$ cat config.mk
export PLATFORM = sky130hd
export DESIGN_NAME = pc_gen_ras
export DESIGN_NICKNAME = d
export VERILOG_FILES = /design/src/rtl/pc_gen_ras_pkg.sv /design/src/rtl/pc_gen_ras_ras_stack.sv /design/src/rtl/pc_gen_ras.sv
export SDC_FILE = /design/constraint.sdc
export NUM_CORES = 1
export LEC_CHECK = 0
export ABC_AREA = 1
export BUFFER_PORTS_ARGS = -buffer_cell sky130_fd_sc_hd__buf_2
export CAP_MARGIN = 5
export CORE_ASPECT_RATIO = 2
export CORE_MARGIN = 5
export CORE_UTILIZATION = 65
export CTS_CLUSTER_DIAMETER = 100
export DETAILED_ROUTE_END_ITERATION = 6
export GPL_TIMING_DRIVEN = 0
export PLACE_DENSITY = 0.95
export RECOVER_POWER = 25
export REMOVE_ABC_BUFFERS = 1
export SYNTH_ARGS = -nofsm -noshare
export SYNTH_HDL_FRONTEND = slang
export SYNTH_SLANG_ARGS = --single-unit
$ cat constraint.sdc
create_clock -name clk -period 9.1 [get_ports clk]
set_input_delay 0 -clock clk [delete_from_list [all_inputs] [get_ports clk]]
set_output_delay 0 -clock clk [all_outputs]
set_load 0.05 [all_outputs]
$ cat src/rtl/pc_gen_ras_pkg.sv
// Shared definitions for the fetch-stage PC generator: op encodings, the trap-select bit and
// the default address width.
package pc_gen_ras_pkg;

    localparam int unsigned XLEN_DEFAULT = 32;

    // A trap is CLEAR with this bit of pc_write_data set; the op field has no spare code.
    localparam int unsigned TRAP_SEL_BIT = 0;

    typedef enum logic [2:0] {
        PC_HOLD  = 3'd0,
        PC_ADD4  = 3'd1,
        PC_ADDI  = 3'd2,
        PC_SETI  = 3'd3,
        PC_CLEAR = 3'd4,
        PC_CALL  = 3'd5,
        PC_CALLI = 3'd6,
        PC_RET   = 3'd7
    } pc_op_e;

endpackage

$ cat src/rtl/pc_gen_ras_ras_stack.sv
// Circular return-address stack: a push while full overwrites the oldest entry and the
// count saturates at DEPTH.
module pc_gen_ras_ras_stack #(
    parameter int unsigned DEPTH = 4,
    parameter int unsigned WIDTH = 32,
    localparam int unsigned PW = $clog2(DEPTH),
    localparam int unsigned CW = $clog2(DEPTH + 1)
) (
    input  logic             i_clk,
    input  logic             i_rst_n,
    input  logic             i_push,
    input  logic             i_pop,
    input  logic [WIDTH-1:0] i_data,
    output logic [WIDTH-1:0] o_top,
    output logic [CW-1:0]    o_count,
    output logic             o_full,
    output logic             o_empty
);

    logic [WIDTH-1:0] r_mem [DEPTH];
    logic [PW-1:0]    r_ptr;
    logic [CW-1:0]    r_count;

    always_ff @(posedge i_clk or negedge i_rst_n) begin
        if (!i_rst_n) begin
            r_ptr   <= '0;
            r_count <= '0;
        end else if (i_push) begin
            r_ptr <= r_ptr + PW'(1);
            if (!o_full) r_count <= r_count + CW'(1);
        end else if (i_pop) begin
            r_ptr <= r_ptr - PW'(1);
            if (!o_empty) r_count <= r_count - CW'(1);
        end
    end

    // Storage needs no reset: entries are only visible once counted.
    always_ff @(posedge i_clk) begin
        if (i_push) r_mem[r_ptr] <= i_data;
    end

    assign o_top   = r_mem[r_ptr - PW'(1)];
    assign o_count = r_count;
    assign o_full  = (r_count == CW'(DEPTH));
    assign o_empty = (r_count == '0);

endmodule

$ cat src/rtl/pc_gen_ras.sv
// Fetch-stage program-counter generator with trap/reset vectors, stall, call/return via a
// return-address stack, and registered misalignment/underflow pulses.
module pc_gen_ras
    import pc_gen_ras_pkg::*;
#(
    parameter int unsigned      XLEN         = XLEN_DEFAULT,
    parameter logic [XLEN-1:0]  RESET_VECTOR = '0,
    parameter logic [XLEN-1:0]  TRAP_VECTOR  = 'h100,
    parameter int unsigned      RAS_DEPTH    = 4,
    parameter int unsigned      INSN_BYTES   = 4
) (
    input  logic            clk,
    input  logic            reset,
    output logic [XLEN-1:0] pc_read_data,
    input  logic            pc_write_enable,
    input  logic            stall,
    input  logic [2:0]      pc_op,
    input  logic [XLEN-1:0] pc_write_data,
    output logic            ras_empty,
    output logic            ras_full,
    output logic            ras_overflow,
    output logic            ras_underflow,
    output logic            misalign_err
);

    localparam int unsigned CW = $clog2(RAS_DEPTH + 1);
    localparam logic [XLEN-1:0] ALIGN_MASK = ~XLEN'(1);

    logic [XLEN-1:0] r_pc;
    logic            r_ovf, r_ufl, r_mis;

    logic [XLEN-1:0] w_nt, w_seq, w_ras_top;
    logic [CW-1:0]   w_count;
    logic            w_exempt, w_push_req, w_pop_req, w_ufl, w_mis, w_upd;
    logic            w_push, w_pop, w_full, w_empty;

    assign w_seq = r_pc + XLEN'(INSN_BYTES);

    always_comb begin
        w_nt       = r_pc;
        w_exempt   = 1'b0;
        w_push_req = 1'b0;
        w_pop_req  = 1'b0;
        w_ufl      = 1'b0;
        case (pc_op_e'(pc_op))
            PC_HOLD: w_nt = r_pc;
            PC_ADD4: w_nt = w_seq;
            PC_ADDI: w_nt = r_pc + pc_write_data;
            PC_SETI: w_nt = pc_write_data & ALIGN_MASK;
            PC_CLEAR: begin
                w_nt     = pc_write_data[TRAP_SEL_BIT] ? TRAP_VECTOR : RESET_VECTOR;
                w_exempt = 1'b1;
            end
            PC_CALL: begin
                w_nt       = r_pc + pc_write_data;
                w_push_req = 1'b1;
            end
            PC_CALLI: begin
                w_nt       = pc_write_data & ALIGN_MASK;
                w_push_req = 1'b1;
            end
            PC_RET: begin
                if (w_count == '0) begin
                    w_nt  = pc_write_data & ALIGN_MASK;
                    w_ufl = 1'b1;
                end else begin
                    w_nt      = w_ras_top;
                    w_pop_req = 1'b1;
                end
            end
            default: w_nt = r_pc;
        endcase
    end

    assign w_mis  = !w_exempt && (w_nt[1:0] != 2'b00);
    assign w_upd  = pc_write_enable && !stall;
    // A rejected (misaligned) target must leave the stack untouched as well as the PC.
    assign w_push = w_upd && w_push_req && !w_mis;
    assign w_pop  = w_upd && w_pop_req && !w_mis;

    pc_gen_ras_ras_stack #(
        .DEPTH (RAS_DEPTH),
        .WIDTH (XLEN)
    ) u_ras (
        .i_clk   (clk),
        .i_rst_n (reset),
        .i_push  (w_push),
        .i_pop   (w_pop),
        .i_data  (w_seq),
        .o_top   (w_ras_top),
        .o_count (w_count),
        .o_full  (w_full),
        .o_empty (w_empty)
    );

    always_ff @(posedge clk or negedge reset) begin
        if (!reset) begin
            r_pc  <= RESET_VECTOR;
            r_ovf <= 1'b0;
            r_ufl <= 1'b0;
            r_mis <= 1'b0;
        end else begin
            r_ufl <= w_upd && w_ufl;
            r_mis <= w_upd && w_mis;
            if (w_upd && !w_mis) r_pc <= w_nt;
            if (w_push && w_full) r_ovf <= 1'b1;
        end
    end

    assign pc_read_data  = r_pc;
    assign ras_empty     = w_empty;
    assign ras_full      = w_full;
    assign ras_overflow  = r_ovf;
    assign ras_underflow = r_ufl;
    assign misalign_err  = r_mis;

endmodule

==> results.md, run 1 <==
- The maximum clock path buffer count is 2.
- The final-report max-slew violation count is between 40 and 50.
- Of the post-synthesis cell area, the dominant cell type holds 0.370.
- In this run the worst hold path is classified as input pin to register.
- Pin placement for this block handled between 70 and 80 I/O pins.
- The H-tree was split into 4 levels.
- The post-synthesis share of cell area spent on full adders, half adders and majority gates is 0.0472.
- The arrival time of data at the critical path endpoint is about 6 ns.
- By startpoint and endpoint, the worst setup path is classified as register to register.
- The measured slew at the worst slew-check pin is between 2 and 3 ns.
- The average wire per standard cell is 21.7 um.
- The die covers around 19,000 um^2.
- The checks that failed: max-capacitance violations, max-slew violations.
- Of the total power, registers draw 0.310.
- The share of total power dissipated in combinational logic is 0.505.
- The global-route congestion overflow total is 0.
- The portion of total power attributed to the clock network is 0.184.
- Of all cell types, the one taking the most synthesized area is edfxtp_1.
- The final cell count without fillers is approximately 1,600.
- The via-per-instance ratio is between 6 and 7.
- The share of the synthesized area in compound gates (AO/OA/AOI/OAI) is 0.110.
- The count of warnings emitted by yosys is 0.
- The number of design rule violations left after detail routing is 0.
- The number of setup violations in the final report is 0.
- The tool flagged a number of max-cap violations equal to 1.
- The post-CTS clock slew at the launch and capture registers of the worst setup and hold paths is roughly 0.060 ns.
- The final layout contains routed wiring with a total length of 34.9 mm.
- The congestion estimate from routability-driven global placement came to ~1.1.
- The number of enable flip-flop cells after synthesis is 128.
- The final cycle utilization of the critical path is 0.644.
- On the final layout, the worst clock skew is 0.00654 ns.
- The number of antenna violations at the first check in global routing is 0.
- The number of nets at the end of the flow is 1,474.
- The required time at the worst-slack endpoint is 9.23 ns.
- The TritonCTS clock tree is done.
- Synthesis produced around 1,300 cells.
- The clock net in this run drives a total of 168 sinks.
- In this run the worst path has a maximum fanout of 65.
- The worst path needs just under 6 ns of the cycle, external delays included.
- The first global-routing pass estimated ~53 mm of wire.
- In the synthesized netlist the dominant register cell turns out to be edfxtp_1.
- The standard cell core area is around 16,000 um^2.
- Of the total power, the share spent switching nets is 0.490.
- Of the synthesized area, sequential elements account for 0.466.
- In this run the power spent charging and discharging nets is about 1.8 mW.
- Across all layers, the routed design uses between 10,000 and 15,000 vias.
- The library cell used most frequently in the layout, excluding fill and tap cells, is nand2_1.
- The type of element capturing the critical path is a register.
- Static timing analysis puts the maximum clock frequency at around 170 MHz.
- For this design the ratio of total power to cell area is between 300 and 400 nW/um^2.
- The share of layout cells above drive strength 1 is 0.0752.
- The number of detailed-routing iterations run before antenna repair is 6.
- The first routing iteration left ~800 violations.
- The tree is rooted in a clkbuf_16.
- Of all flip-flops after synthesis, the portion carrying an async set or reset was 0.238.
- The setup TNS after final layout is 0 ns.
- Once detail routing completed, the nets flagged for antenna violations numbered 0.
- The horizontal die dimension is slightly below 100 um.
- Counting distinct cell types in the post-synthesis netlist gives 46.
- The leakage power is 5.07 nW.
- Cell internal power was estimated by the tool at around 1.9 mW.
- The kind of launch point of the worst setup path is a register.
- After synthesis, the largest family of logic cells by area is simple AND/OR/NAND/NOR gates.
- Of the total synthesized cell area, the portion taken by XOR and XNOR cells is 0.0169.
- The initial utilization of the core area, before any placement, comes to 0.659.
- The y dimension of the die is roughly 190 um.
- The cell total after placement is 1,566.
- The pin count of the biggest net entering global routing is 66.
- The portion of synthesized area spent on multiplexers is 0.
- The number of clock buffers inserted by TritonCTS is 17.
- Leaving out fill and tap cells, the most frequent cells in the layout are 387 x nand2_1, 153 x inv_1, 138 x nor2_1.
- Yosys attributes the largest share of cell area to edfxtp_1 37%, nand2_1 14%, dfrtp_1 9.6%.
- The run finished, with violations left.
- Of the total synthesized cell area, the portion taken by AND, OR, NAND and NOR gates is 0.284.
- The cell area that synthesis handed to floorplanning was approximately 10,000 um^2.
- The layout overhead on the synthesized area is 12.2%.
- Setup repair after global routing left no endpoint under its margin.
- Measured against its own limit, the worst slew margin works out to -0.829.
- The number of input and output port buffers inserted is 75.
- The per-instance average area after synthesis is ~8 um^2.
- The total number of placement rows is 65.
- The peak supply drop is about 0.00019 V.
- The total of flip-flops plus latches after synthesis is 168.
- The later pin in the worst-skew pair is clocked with a latency of ~0.43 ns.
- Across every metal layer, demand over resource in global routing totals 0.377.
- The hold violation total from the final report was 0.
- The number of antenna diodes is 0.
- The filler cell count in the final layout is between 1,000 and 1,500.
- The number of global-route vias before repair is about 10,000.
- The HPWL after detailed placement is around 25 mm.
[critical path, stage by stage, from the launching register on]
cell and delay (ns):
dfrtp_2 0.79, inv_2 0.64, ha_1 1.40, inv_2 0.68, nand3_1 0.25, nand2_1 0.08, nand2_1 0.06, nand2_1 0.09
nor2_2 0.21, nand4_2 0.39, nor2_4 0.70, buf_16 0.24
[final cells by class]
| class | count | area [um^2] | area share |
|---|---|---|---|
| Sequential cell | 168 | 4850 | 0.415 |
| Multi-Input combinational cell | 957 | 4800 | 0.411 |
| Timing Repair Buffer | 93 | 608 | 0.0521 |
| Inverter | 160 | 603 | 0.0517 |
| Clock buffer | 17 | 425 | 0.0365 |
| Tap cell | 201 | 251 | 0.0216 |
| Clock inverter | 15 | 136 | 0.0117 |
[repair_timing]
item                                   in CTS  in global routing
gates resized for setup                     0                  0
hold buffers                               12                  0
endpoints found under the hold margin      50                  0
setup buffers                               0                  0
[flip-flops by register name, indices dropped and copies added (netlist names)]
name,flops
u_ras.r_mem,128
ras_overflow,1
u_ras.r_ptr,2
u_ras.o_count,3
misalign_err,1
ras_underflow,1
pc_read_data,32
[path summary, 6_finish.rpt]
check                                           startpoint  slack [ns]                            to  depth (start not counted)
worst max-delay path            u_ras.r_ptr[0]$_DFFE_PN0P_        3.24  u_ras.r_mem[1][27]$_DFFE_PP_                         11
worst min-delay path                     pc_write_data[25]       0.008  pc_read_data[25]$_DFFE_PN0P_                          5
worst max register to register  u_ras.r_ptr[0]$_DFFE_PN0P_        3.24  u_ras.r_mem[1][27]$_DFFE_PP_                         11
worst min register to register    ras_overflow$_DFFE_PN0P_        0.52      ras_overflow$_DFFE_PN0P_                          1
max in group asynchronous                            reset        6.32    u_ras.r_ptr[0]$_DFFE_PN0P_                          2
min in group asynchronous                            reset        1.01  pc_read_data[26]$_DFFE_PN0P_                          2
[cell families after synthesis]
logic type                 Yosys count
adders and majority gates           38
DFF                                168
xor gates and xnor gates            20
AOI/OAI and AO/OA                  200
buffers and inverters              197
and+or+nand+nor                    699
[through the flow]
step           hold WS, ns  utilization  setup WS, ns  power [mW]  instance area [um^2]
2_1_floorplan       -0.296            -          3.70        2.44                 10200
3_3_place_gp         0.239        0.687         0.228        2.94                 10800
3_5_place_dp         0.243        0.697          3.37        3.02                 11000
4_1_cts            0.00271        0.741          3.38        3.73                 11700
5_1_grt             0.0348        0.739          3.06        3.98                 11700
6_report           0.00805        0.739          3.24        3.76                 11700
[power groups by stage]
stage | registers [mW] | clock network [mW] | logic [mW]
6_report | 1.17 | 0.694 | 1.90
5_1_grt | 1.17 | 0.730 | 2.07
3_5_place_dp | 1.17 | 0 | 1.85
4_1_cts | 1.15 | 0.692 | 1.88
2_1_floorplan | 1.35 | 0 | 1.09
3_3_place_gp | 1.18 | 0 | 1.76
[layer usage]
metal  routed length, um  global-route usage  up-vias
li1                    -                   -     4550
met1               11400               0.389     4638
met2               17800               0.661      607
met3                2460              0.0537      208
met4                3250               0.307        0
met5                   0                   0        -
[cells in the mapped netlist (3+ instances only)]
master,number
nand2_1,387
inv_1,153
nor2_1,142
edfxtp_1,128
nand3_1,94
o21ai_0,85
a21oi_1,52
dfrtp_1,40
ha_1,36
nor3_1,22
o22ai_1,22
clkbuf_1,18
nand4_1,18
xor2_1,17
nand3b_1,13
a22o_1,10
buf_2,10
o21ai_1,9
or2_2,8
inv_2,5
nor2_2,5
a32o_1,4
o21ai_2,4
a21boi_0,3
buf_1,3
buf_4,3
buf_6,3
xnor2_1,3
No activity file was read; power rests on OpenSTA's default activity.
==> run 2, diff against run 1 <==
--- a/config.mk
+++ b/config.mk
@@ -10,11 +10,11 @@
 export CAP_MARGIN = 5
 export CORE_ASPECT_RATIO = 2
 export CORE_MARGIN = 5
-export CORE_UTILIZATION = 65
+export CORE_UTILIZATION = 55
 export CTS_CLUSTER_DIAMETER = 100
 export DETAILED_ROUTE_END_ITERATION = 6
 export GPL_TIMING_DRIVEN = 0
-export PLACE_DENSITY = 0.95
+export PLACE_DENSITY = 0.88
 export RECOVER_POWER = 25
 export REMOVE_ABC_BUFFERS = 1
 export SYNTH_ARGS = -nofsm -noshare
==> constraint.sdc (replaced) <==
create_clock -name clk -period 4.9 [get_ports clk]
set_input_delay 0 -clock clk [delete_from_list [all_inputs] [get_ports clk]]
set_output_delay 0 -clock clk [all_outputs]
set_load 0.05 [all_outputs]
==> run 2 against run 1 <==
The flow still finishes with violations (max-capacitance violations, max-slew violations). Clock skew grew 0.0014 ns. Sequential power grew 85%. Total power grew 85%. Hold slack gained 0.0086 ns. Global-route usage shrank 6.1 points. Design area grew 1.5%. Sequential share of layout area shrank 0.63 points. Die area grew 17%. Clock-buffer cell count grew 1. Critical path depth is the same. Worst setup slack lost 2.8 ns.
==> results.md, run 2 (synthesized netlist as in run 1, its figures left out) <==
- The sum of buffers and inverters on the critical path came to 3 (unchanged).
- RSZ-0062 raised after global routing: no (unchanged).
- The overall routing resource usage is 0.316 (was 0.377).
- The filler cell count in the final layout came to 1,666 (was 1,209).
- The worst clock skew on the final layout is 0.00795 ns (was 0.00654 ns).
- The most common cell after layout, fill and taps aside was nand2_1 (unchanged).
- The maximum level of the CTS H-tree is 4 (unchanged).
- The effective utilization at floorplan is 0.555 (was 0.659).
- The final cycle utilization of the critical path is 0.911 (was 0.644).
- The final-report max-slew violation count is 41 (unchanged).
- Violations in the final reports: max-capacitance violations, max-slew violations (unchanged).
- The global-route wire length before repair was 51.8 mm (was 53.2 mm).
- The required time at the worst-slack endpoint was 5.03 ns (was 9.23 ns).
- The classification of the worst-slack hold path is input pin to register (unchanged).
- The detailed-route wire length is 33.7 mm (was 34.9 mm).
- The worst-path cell with the longest stage delay is dfrtp_2 (was ha_1).
- The relative slew slack came to -0.873 (was -0.829).
- The area occupied by multi-input gates came to 4810 um^2 (was 4800 um^2).
- The TritonCTS clock tree is done (unchanged).
- The average wire per standard cell is 20.1 um (was 21.7 um).
- The arrival time of data at the critical path endpoint is 4.60 ns (was 6.00 ns).
- The max-capacitance violation count was 1 (unchanged).
- The number of nets with antenna violations after detailed routing came to 0 (unchanged).
- The die footprint came to 21,900 um^2 (was 18,800 um^2).
- The start of the worst register-to-register path is u_ras.r_ptr[0]$_DFFE_PN0P_ (unchanged).
- The total via count after detailed routing is 9,679 (was 10,003).
- The root buffer cell is clkbuf_16 (unchanged).
- The count of pins on the block boundary came to 76 (unchanged).
- The kind of cell adding the most delay to the critical path is simple AND/OR/NAND/NOR gates (unchanged).
- The register name with the most flops was u_ras.r_mem (unchanged).
- The global-route congestion overflow total is 0 (unchanged).
- The final period demand of the worst path was 4.46 ns (was 5.86 ns).
- The cell repeated most along the worst path is nand2_1 (unchanged).
- The cell depth of the worst min-delay path is 5 (unchanged).
- The worst setup path category is register to register (unchanged).
- The HPWL after detailed placement was 25.0 mm (about the same).
- The number of design rule violations left after detail routing is 0 (unchanged).
- The worst reg-to-reg path cell count is 11 (unchanged).
- The setup fix buffers added after clock tree synthesis is 0 (unchanged).
- The instance area at placement is 11,100 um^2 (was 11,000 um^2).
- The maximum clock path buffer count is 2 (unchanged).
- The number of antenna diodes is 0 (unchanged).
- The number of antenna violations at the first check in global routing came to 0 (unchanged).
- The y dimension of the die is 204 um (was 189 um).
- The end of the worst register-to-register path is u_ras.r_mem[2][28]$_DFFE_PP_ (was u_ras.r_mem[1][27]$_DFFE_PP_).
- The maximum net fanout on the critical path came to 65 (unchanged).
- The number of detailed-routing iterations run before antenna repair was 6 (unchanged).
- The post-CTS clock slew at the launch and capture registers of the worst setup and hold paths is 0.07 ns (was 0.06 ns).
- The number of setup violations in the final report was 0 (unchanged).
- The total number of clock tree sinks came to 168 (unchanged).
- The number of input and output port buffers inserted is 75 (unchanged).
- The power density over the cells is 587 nW/um^2 (was 322 nW/um^2).
- The register-to-register setup slack came to 0.44 ns (was 3.24 ns).
- The peak supply drop is 0.000366 V (was 0.000186 V).
- The achievable frequency is 224 MHz (was 171 MHz).
- Outcome: finished, violations left (unchanged).
- The total number of placement rows came to 71 (was 65).
- Commonest cells after routing, fill and taps aside: 387 x nand2_1, 153 x inv_1, 138 x nor2_1 (unchanged).
- The starting DRC count in detailed routing came to 586 (was 799).
- The start point of the worst min-delay path is pc_write_data[17] (was pc_write_data[25]).
- The standard cell core area was 18,700 um^2 (was 15,800 um^2).
- The number of clock buffers inserted by TritonCTS came to 17 (unchanged).
- The kind of launch point of the worst setup path was a register (unchanged).
- The via-per-instance ratio came to 5.79 (was 6.21).
- The total non-filler cell area in the finished layout is 11,800 um^2 (was 11,700 um^2).
- The worst hold endpoint is pc_read_data[17]$_DFFE_PN0P_ (was pc_read_data[25]$_DFFE_PN0P_).
- The flip-flop count of the largest register, all copies and words added is 128 (unchanged).
- The worst stage delay on the critical path was 0.76 ns (was 1.40 ns).
- The layout overhead on the synthesized area is 14.0% (was 12.2%).
- The placer congestion estimate is 1.02 (was 1.07).
- The worst hold-check slack is 0.0167 ns (was 0.00805 ns).
- The sequential cell area came to 4850 um^2 (unchanged).
- Critical Path, Cell by Cell: inv_4, ha_4, inv_2, nand3_1, nand2_1, nand2_1, nand2_1, nor2_2, nand4_2, nor2_4, buf_16 (was inv_2, ha_1, inv_2, nand3_1, nand2_1, nand2_1, nand2_1, nor2_2, nand4_2, nor2_4, buf_16).
- The number of global-route vias before repair is 9,669 (was 10,263).
- The horizontal die dimension is 107 um (was 99.4 um).
- The hold violation total from the final report is 0 (unchanged).
- The share of layout cells above drive strength 1 is 0.0797 (was 0.0752).
- The latest clock arrival within the worst-skew pair is 0.43 ns (about the same).
- The leakage power came to 5.12 nW (was 5.07 nW).
- The number of nets at the end of the flow came to 1,481 (was 1,474).
- The pin count of the biggest net entering global routing is 66 (unchanged).
- The measured slew at the worst slew-check pin was 2.81 ns (was 2.74 ns).
- The type of element capturing the critical path is a register (unchanged).
-- run 2: cell types whose count changed in the layout (fill, tap and decap cells not counted), sizes merged --
cell / delta
dlygate4sd3: +6
clkbuf: +1
clkinv: -4
buf: +1
inv: +3
-- run 2: area by class of cell --
| cell class | instances | share of cell area |
|---|---|---|
| Clock inverter | 14 | 0.0127 |
| Sequential cell | 168 | 0.409 |
| Timing Repair Buffer | 100 | 0.0581 |
| Inverter | 160 | 0.0511 |
| Clock buffer | 18 | 0.0362 |
| Tap cell | 255 | 0.0269 |
| Multi-Input combinational cell | 957 | 0.406 |
-- run 2: worst max-delay path by stage --
stage | start | endpoint | slack (ns) | cells past startpoint
5_1_grt | u_ras.r_ptr[0]$_DFFE_PN0P_ | u_ras.r_mem[0][29]$_DFFE_PP_ | 0.22 | 11
3_5_place_dp | u_ras.r_ptr[0]$_DFFE_PN0P_ | u_ras.r_mem[0][28]$_DFFE_PP_ | -0.58 | 11
4_1_cts | u_ras.r_ptr[0]$_DFFE_PN0P_ | u_ras.r_mem[2][28]$_DFFE_PP_ | 0.14 | 11
6_report | u_ras.r_ptr[0]$_DFFE_PN0P_ | u_ras.r_mem[2][28]$_DFFE_PP_ | 0.44 | 11
3_3_place_gp | u_ras.r_ptr[0]$_DFFE_PN0P_ | u_ras.r_mem[0][28]$_DFFE_PP_ | -3.70 | 10
2_1_floorplan | u_ras.r_ptr[0]$_DFFE_PN0P_ | u_ras.r_mem[0][0]$_DFFE_PP_ | -0.50 | 10
-- run 2: power breakdown --
group | switching (mW) | total (mW) | internal, mW
clock network | 0.587 | 1.34 | 0.754
logic | 2.46 | 3.46 | 0.997
registers | 0.327 | 2.16 | 1.84
total | 3.37 | 6.96 | 3.59
-- run 2: worst register-to-register path, cell delays in order (launching register included) --
cell     delay (ns)
dfrtp_2        0.76
inv_4          0.43
ha_4           0.67
inv_2          0.40
nand3_1        0.20
nand2_1        0.07
nand2_1        0.07
nand2_1        0.07
nor2_2         0.19
nand4_2        0.40
nor2_4         0.64
buf_16         0.25
-- run 2: stage by stage --
stage	util	TNS, ns	std cells	worst slack, ns	power (mW)
floorplan	-	-64.18	1285	-0.501	4.52
global placement	0.582	-525.39	1615	-3.70	5.44
detailed placement	0.590	-67.41	1620	-0.579	5.57
CTS	0.631	0	1670	0.138	6.92
global route	0.632	0	1672	0.217	7.40
finish	0.632	0	1672	0.436	6.96
-- run 2: timing repair --
| action | in CTS | in global routing |
|---|---|---|
| resized for setup | 2 | 1 |
| hold buffers | 18 | 0 |
| setup endpoints to repair | 156 | 77 |
| hold endpoints to repair | 54 | 0 |
-- run 2: layer usage --
| metal | part of all wire | global-route usage | vias to the layer above |
|---|---|---|---|
| li1 | - | - | 4581 |
| met1 | 0.33 | 0.314 | 4524 |
| met2 | 0.53 | 0.571 | 420 |
| met3 | 0.046 | 0.0357 | 154 |
| met4 | 0.090 | 0.263 | 0 |
| met5 | 0 | 0 | - |
==> run 3, diff against run 2 <==
--- a/config.mk
+++ b/config.mk
@@ -10,11 +10,11 @@
 export CAP_MARGIN = 5
 export CORE_ASPECT_RATIO = 2
 export CORE_MARGIN = 5
-export CORE_UTILIZATION = 55
+export CORE_UTILIZATION = 47
 export CTS_CLUSTER_DIAMETER = 100
 export DETAILED_ROUTE_END_ITERATION = 6
 export GPL_TIMING_DRIVEN = 0
-export PLACE_DENSITY = 0.88
+export PLACE_DENSITY = 0.78
 export RECOVER_POWER = 25
 export REMOVE_ABC_BUFFERS = 1
 export SYNTH_ARGS = -nofsm -noshare
==> run 3 against run 2 <==
The flow still finishes with violations (max-capacitance violations, max-slew violations). Clock power about the same. Design area up 0.81%. Non-clock buffer count up 7. Combinational power up 2%. First-iteration DRC count up 15%. Die area up 16%. Flip-flop and latch count unchanged.
==> results.md, run 3 (synthesized netlist as in run 1, its figures left out) <==
- The detailed-route wire length came to 35.2 mm (was 33.7 mm).
- The average wire per standard cell was 20.7 um (was 20.1 um).
- The kind of launch point of the worst setup path is a register (unchanged).
- The root buffer cell is clkbuf_16 (unchanged).
- The HPWL after detailed placement is 26.5 mm (was 25.0 mm).
- The arrival time of data at the critical path endpoint is 4.65 ns (was 4.60 ns).
- Commonest cells after routing, fill and taps aside: 387 x nand2_1, 153 x inv_1, 138 x nor2_1 (unchanged).
- The effective utilization at floorplan is 0.473 (was 0.555).
- The total number of clock tree sinks is 168 (unchanged).
- The via-per-instance ratio is 5.75 (was 5.79).
- The power density over the cells was 591 nW/um^2 (was 587 nW/um^2).
- The hold violation total from the final report is 0 (unchanged).
- The setup TNS after final layout is 0 ns (unchanged).
- The number of setup violations in the final report is 0 (unchanged).
- The global-route wire length before repair came to 52.8 mm (was 51.8 mm).
- The peak supply drop is 0.000632 V (was 0.000366 V).
- The filler cell count in the final layout is 2,046 (was 1,666).
- The standard cell core area came to 22,000 um^2 (was 18,700 um^2).
- The number of clock buffers inserted by TritonCTS was 17 (unchanged).
- The design internal power is 3.64 mW (was 3.59 mW).
- The combinational group share of total power is 0.502 (was 0.497).
- The flip-flop count of the largest register, all copies and words added is 128 (unchanged).
- The setup fix buffers added after clock tree synthesis is 0 (unchanged).
- The post-CTS clock slew at the launch and capture registers of the worst setup and hold paths is 0.06 ns (was 0.07 ns).
- The placer congestion estimate is 0.974 (was 1.02).
- The share of layout cells above drive strength 1 came to 0.0765 (was 0.0797).
- Violations in the final reports: max-capacitance violations, max-slew violations (unchanged).
- The achievable frequency came to 222 MHz (was 224 MHz).
- The global-route congestion overflow total came to 0 (unchanged).
- Outcome: finished, violations left (unchanged).
- RSZ-0062 raised after global routing: no (unchanged).
- The overall routing resource usage was 0.283 (was 0.316).
- The relative slew slack was -0.869 (was -0.873).
- The sequential cell area is 4850 um^2 (unchanged).
- The pre-CTS worst setup slack is -0.784 ns (was -0.579 ns).
- The layout overhead on the synthesized area is 14.9% (was 14.0%).
- The area occupied by multi-input gates is 4810 um^2 (unchanged).
- The number of input and output port buffers inserted is 75 (unchanged).
- The maximum level of the CTS H-tree is 4 (unchanged).
- The pin count of the biggest net entering global routing is 66 (unchanged).
- The instance area at placement is 11,100 um^2 (about the same).
- The maximum clock path buffer count is 2 (unchanged).
- The final-report max-slew violation count is 41 (unchanged).
- The portion of total power attributed to the clock network was 0.190 (was 0.193).
- The required time at the worst-slack endpoint is 5.05 ns (was 5.03 ns).
- The worst clock skew on the final layout came to 0.0155 ns (was 0.00795 ns).
- The number of antenna diodes is 0 (unchanged).
- The number of detailed-routing iterations run before antenna repair came to 6 (unchanged).
- The count of pins on the block boundary was 76 (unchanged).
- The switching share of power is 0.484 (was 0.485).
- The total number of placement rows is 77 (was 71).
- The setup slack of the critical path after layout came to 0.402 ns (was 0.436 ns).
- The post-layout utilization of the core is 0.544 (was 0.632).
- The classification of the worst-slack hold path is input pin to register (unchanged).
- The TritonCTS clock tree is done (unchanged).
- The latest clock arrival within the worst-skew pair was 0.45 ns (was 0.43 ns).
- The total power after layout is 7.06 mW (was 6.96 mW).
- The die footprint is 25,400 um^2 (was 21,900 um^2).
- The most common cell after layout, fill and taps aside is nand2_1 (unchanged).
- The horizontal die dimension is 115 um (was 107 um).
- The total via count after detailed routing is 9,775 (was 9,679).
- The final period demand of the worst path is 4.50 ns (was 4.46 ns).
- The type of element capturing the critical path is a register (unchanged).
- The number of nets at the end of the flow came to 1,488 (was 1,481).
- The power spent charging and discharging nets came to 3.42 mW (was 3.37 mW).
- The number of design rule violations left after detail routing is 0 (unchanged).
- The maximum net fanout on the critical path is 65 (unchanged).
- The total non-filler cell area in the finished layout was 11,900 um^2 (was 11,800 um^2).
- The max-capacitance violation count is 1 (unchanged).
- The final cycle utilization of the critical path came to 0.918 (was 0.911).
- The register name with the most flops is u_ras.r_mem (unchanged).
- The y dimension of the die came to 220 um (was 204 um).
- The power share of the sequential group is 0.308 (was 0.311).
- The worst setup path category is register to register (unchanged).
- The number of antenna violations at the first check in global routing came to 0 (unchanged).
- The measured slew at the worst slew-check pin is 2.80 ns (was 2.81 ns).
- The number of nets with antenna violations after detailed routing was 0 (unchanged).
- The leakage power is 5.14 nW (was 5.12 nW).
- The number of global-route vias before repair was 9,773 (was 9,669).
- The starting DRC count in detailed routing is 671 (was 586).
## run 3: changes by cell type in the layout (fill, tap and decap cells not counted), sizes merged
| cell | before | now |
|---|---|---|
| dlygate4sd3 | 18 | 24 |
| clkbuf | 54 | 59 |
| clkinv | 7 | 3 |
| inv | 162 | 160 |
| bufinv | 2 | 3 |
| clkinvlp | 3 | 4 |
## run 3: cell type report
| class | count | share of cell area |
|---|---|---|
| multi-input combinational | 957 | 0.403 |
| sequential | 168 | 0.406 |
| timing repair buffer | 107 | 0.0625 |
| clock buffer | 22 | 0.0372 |
| inverter | 160 | 0.0507 |
| clock inverter | 10 | 0.0123 |
| tap | 276 | 0.0289 |
## run 3: path summary, 6_finish.rpt
| path | endpoint | slack (ns) | cells after the start | from |
|---|---|---|---|---|
| max | u_ras.r_mem[1][22]$_DFFE_PP_ | 0.40 | 12 | u_ras.r_ptr[0]$_DFFE_PN0P_ |
| min | pc_read_data[26]$_DFFE_PN0P_ | 0.01 | 7 | pc_write_data[26] |
| max reg2reg | u_ras.r_mem[1][22]$_DFFE_PP_ | 0.40 | 12 | u_ras.r_ptr[0]$_DFFE_PN0P_ |
| min reg2reg | ras_overflow$_DFFE_PN0P_ | 0.49 | 1 | ras_overflow$_DFFE_PN0P_ |
| max in group asynchronous | u_ras.r_ptr[0]$_DFFE_PN0P_ | 2.10 | 2 | reset |
| min in group asynchronous | pc_read_data[22]$_DFFE_PN0P_ | 0.99 | 2 | reset |
## run 3: power by group through the flow
stage               combinational (mW)  clock, mW  sequential [mW]
global route                      3.88       1.41             2.19
CTS                               3.50       1.36             2.16
detailed placement                3.46          0             2.19
floorplan                         2.02          0             2.50
global placement                  3.30          0             2.22
finish                            3.54       1.34             2.18
## run 3: metrics by stage
stage,hold WS (ns),std cells
2_1_floorplan,-0.296,1285
3_3_place_gp,0.264,1636
3_5_place_dp,0.264,1643
4_1_cts,0.00327,1699
5_1_grt,0.0401,1700
6_report,0.0116,1700
## run 3: timing repair
item,CTS,global route
endpoints found under the hold margin,59,0
hold buffers,24,0
gates cloned,0,0
gates resized for setup,2,1
setup endpoints to repair,162,153
## run 3: per-layer routing
metal,GRT usage,part of all wire,vias up
met3,0.0304,0.044,157
met2,0.536,0.55,412
li1,-,-,4589
met1,0.264,0.32,4617
met5,0,0,-
met4,0.230,0.083,0
## run 3: worst max-delay path: stages (launching register included)
cell     delay (ns)
dfrtp_2        0.75
buf_12         0.28
inv_4          0.28
ha_4           0.65
inv_2          0.42
nand3_1        0.21
nand2_1        0.10
nand2_1        0.07
nand2_1        0.06
nor2_2         0.16
nand4_2        0.34
nor2_4         0.60
buf_16         0.24
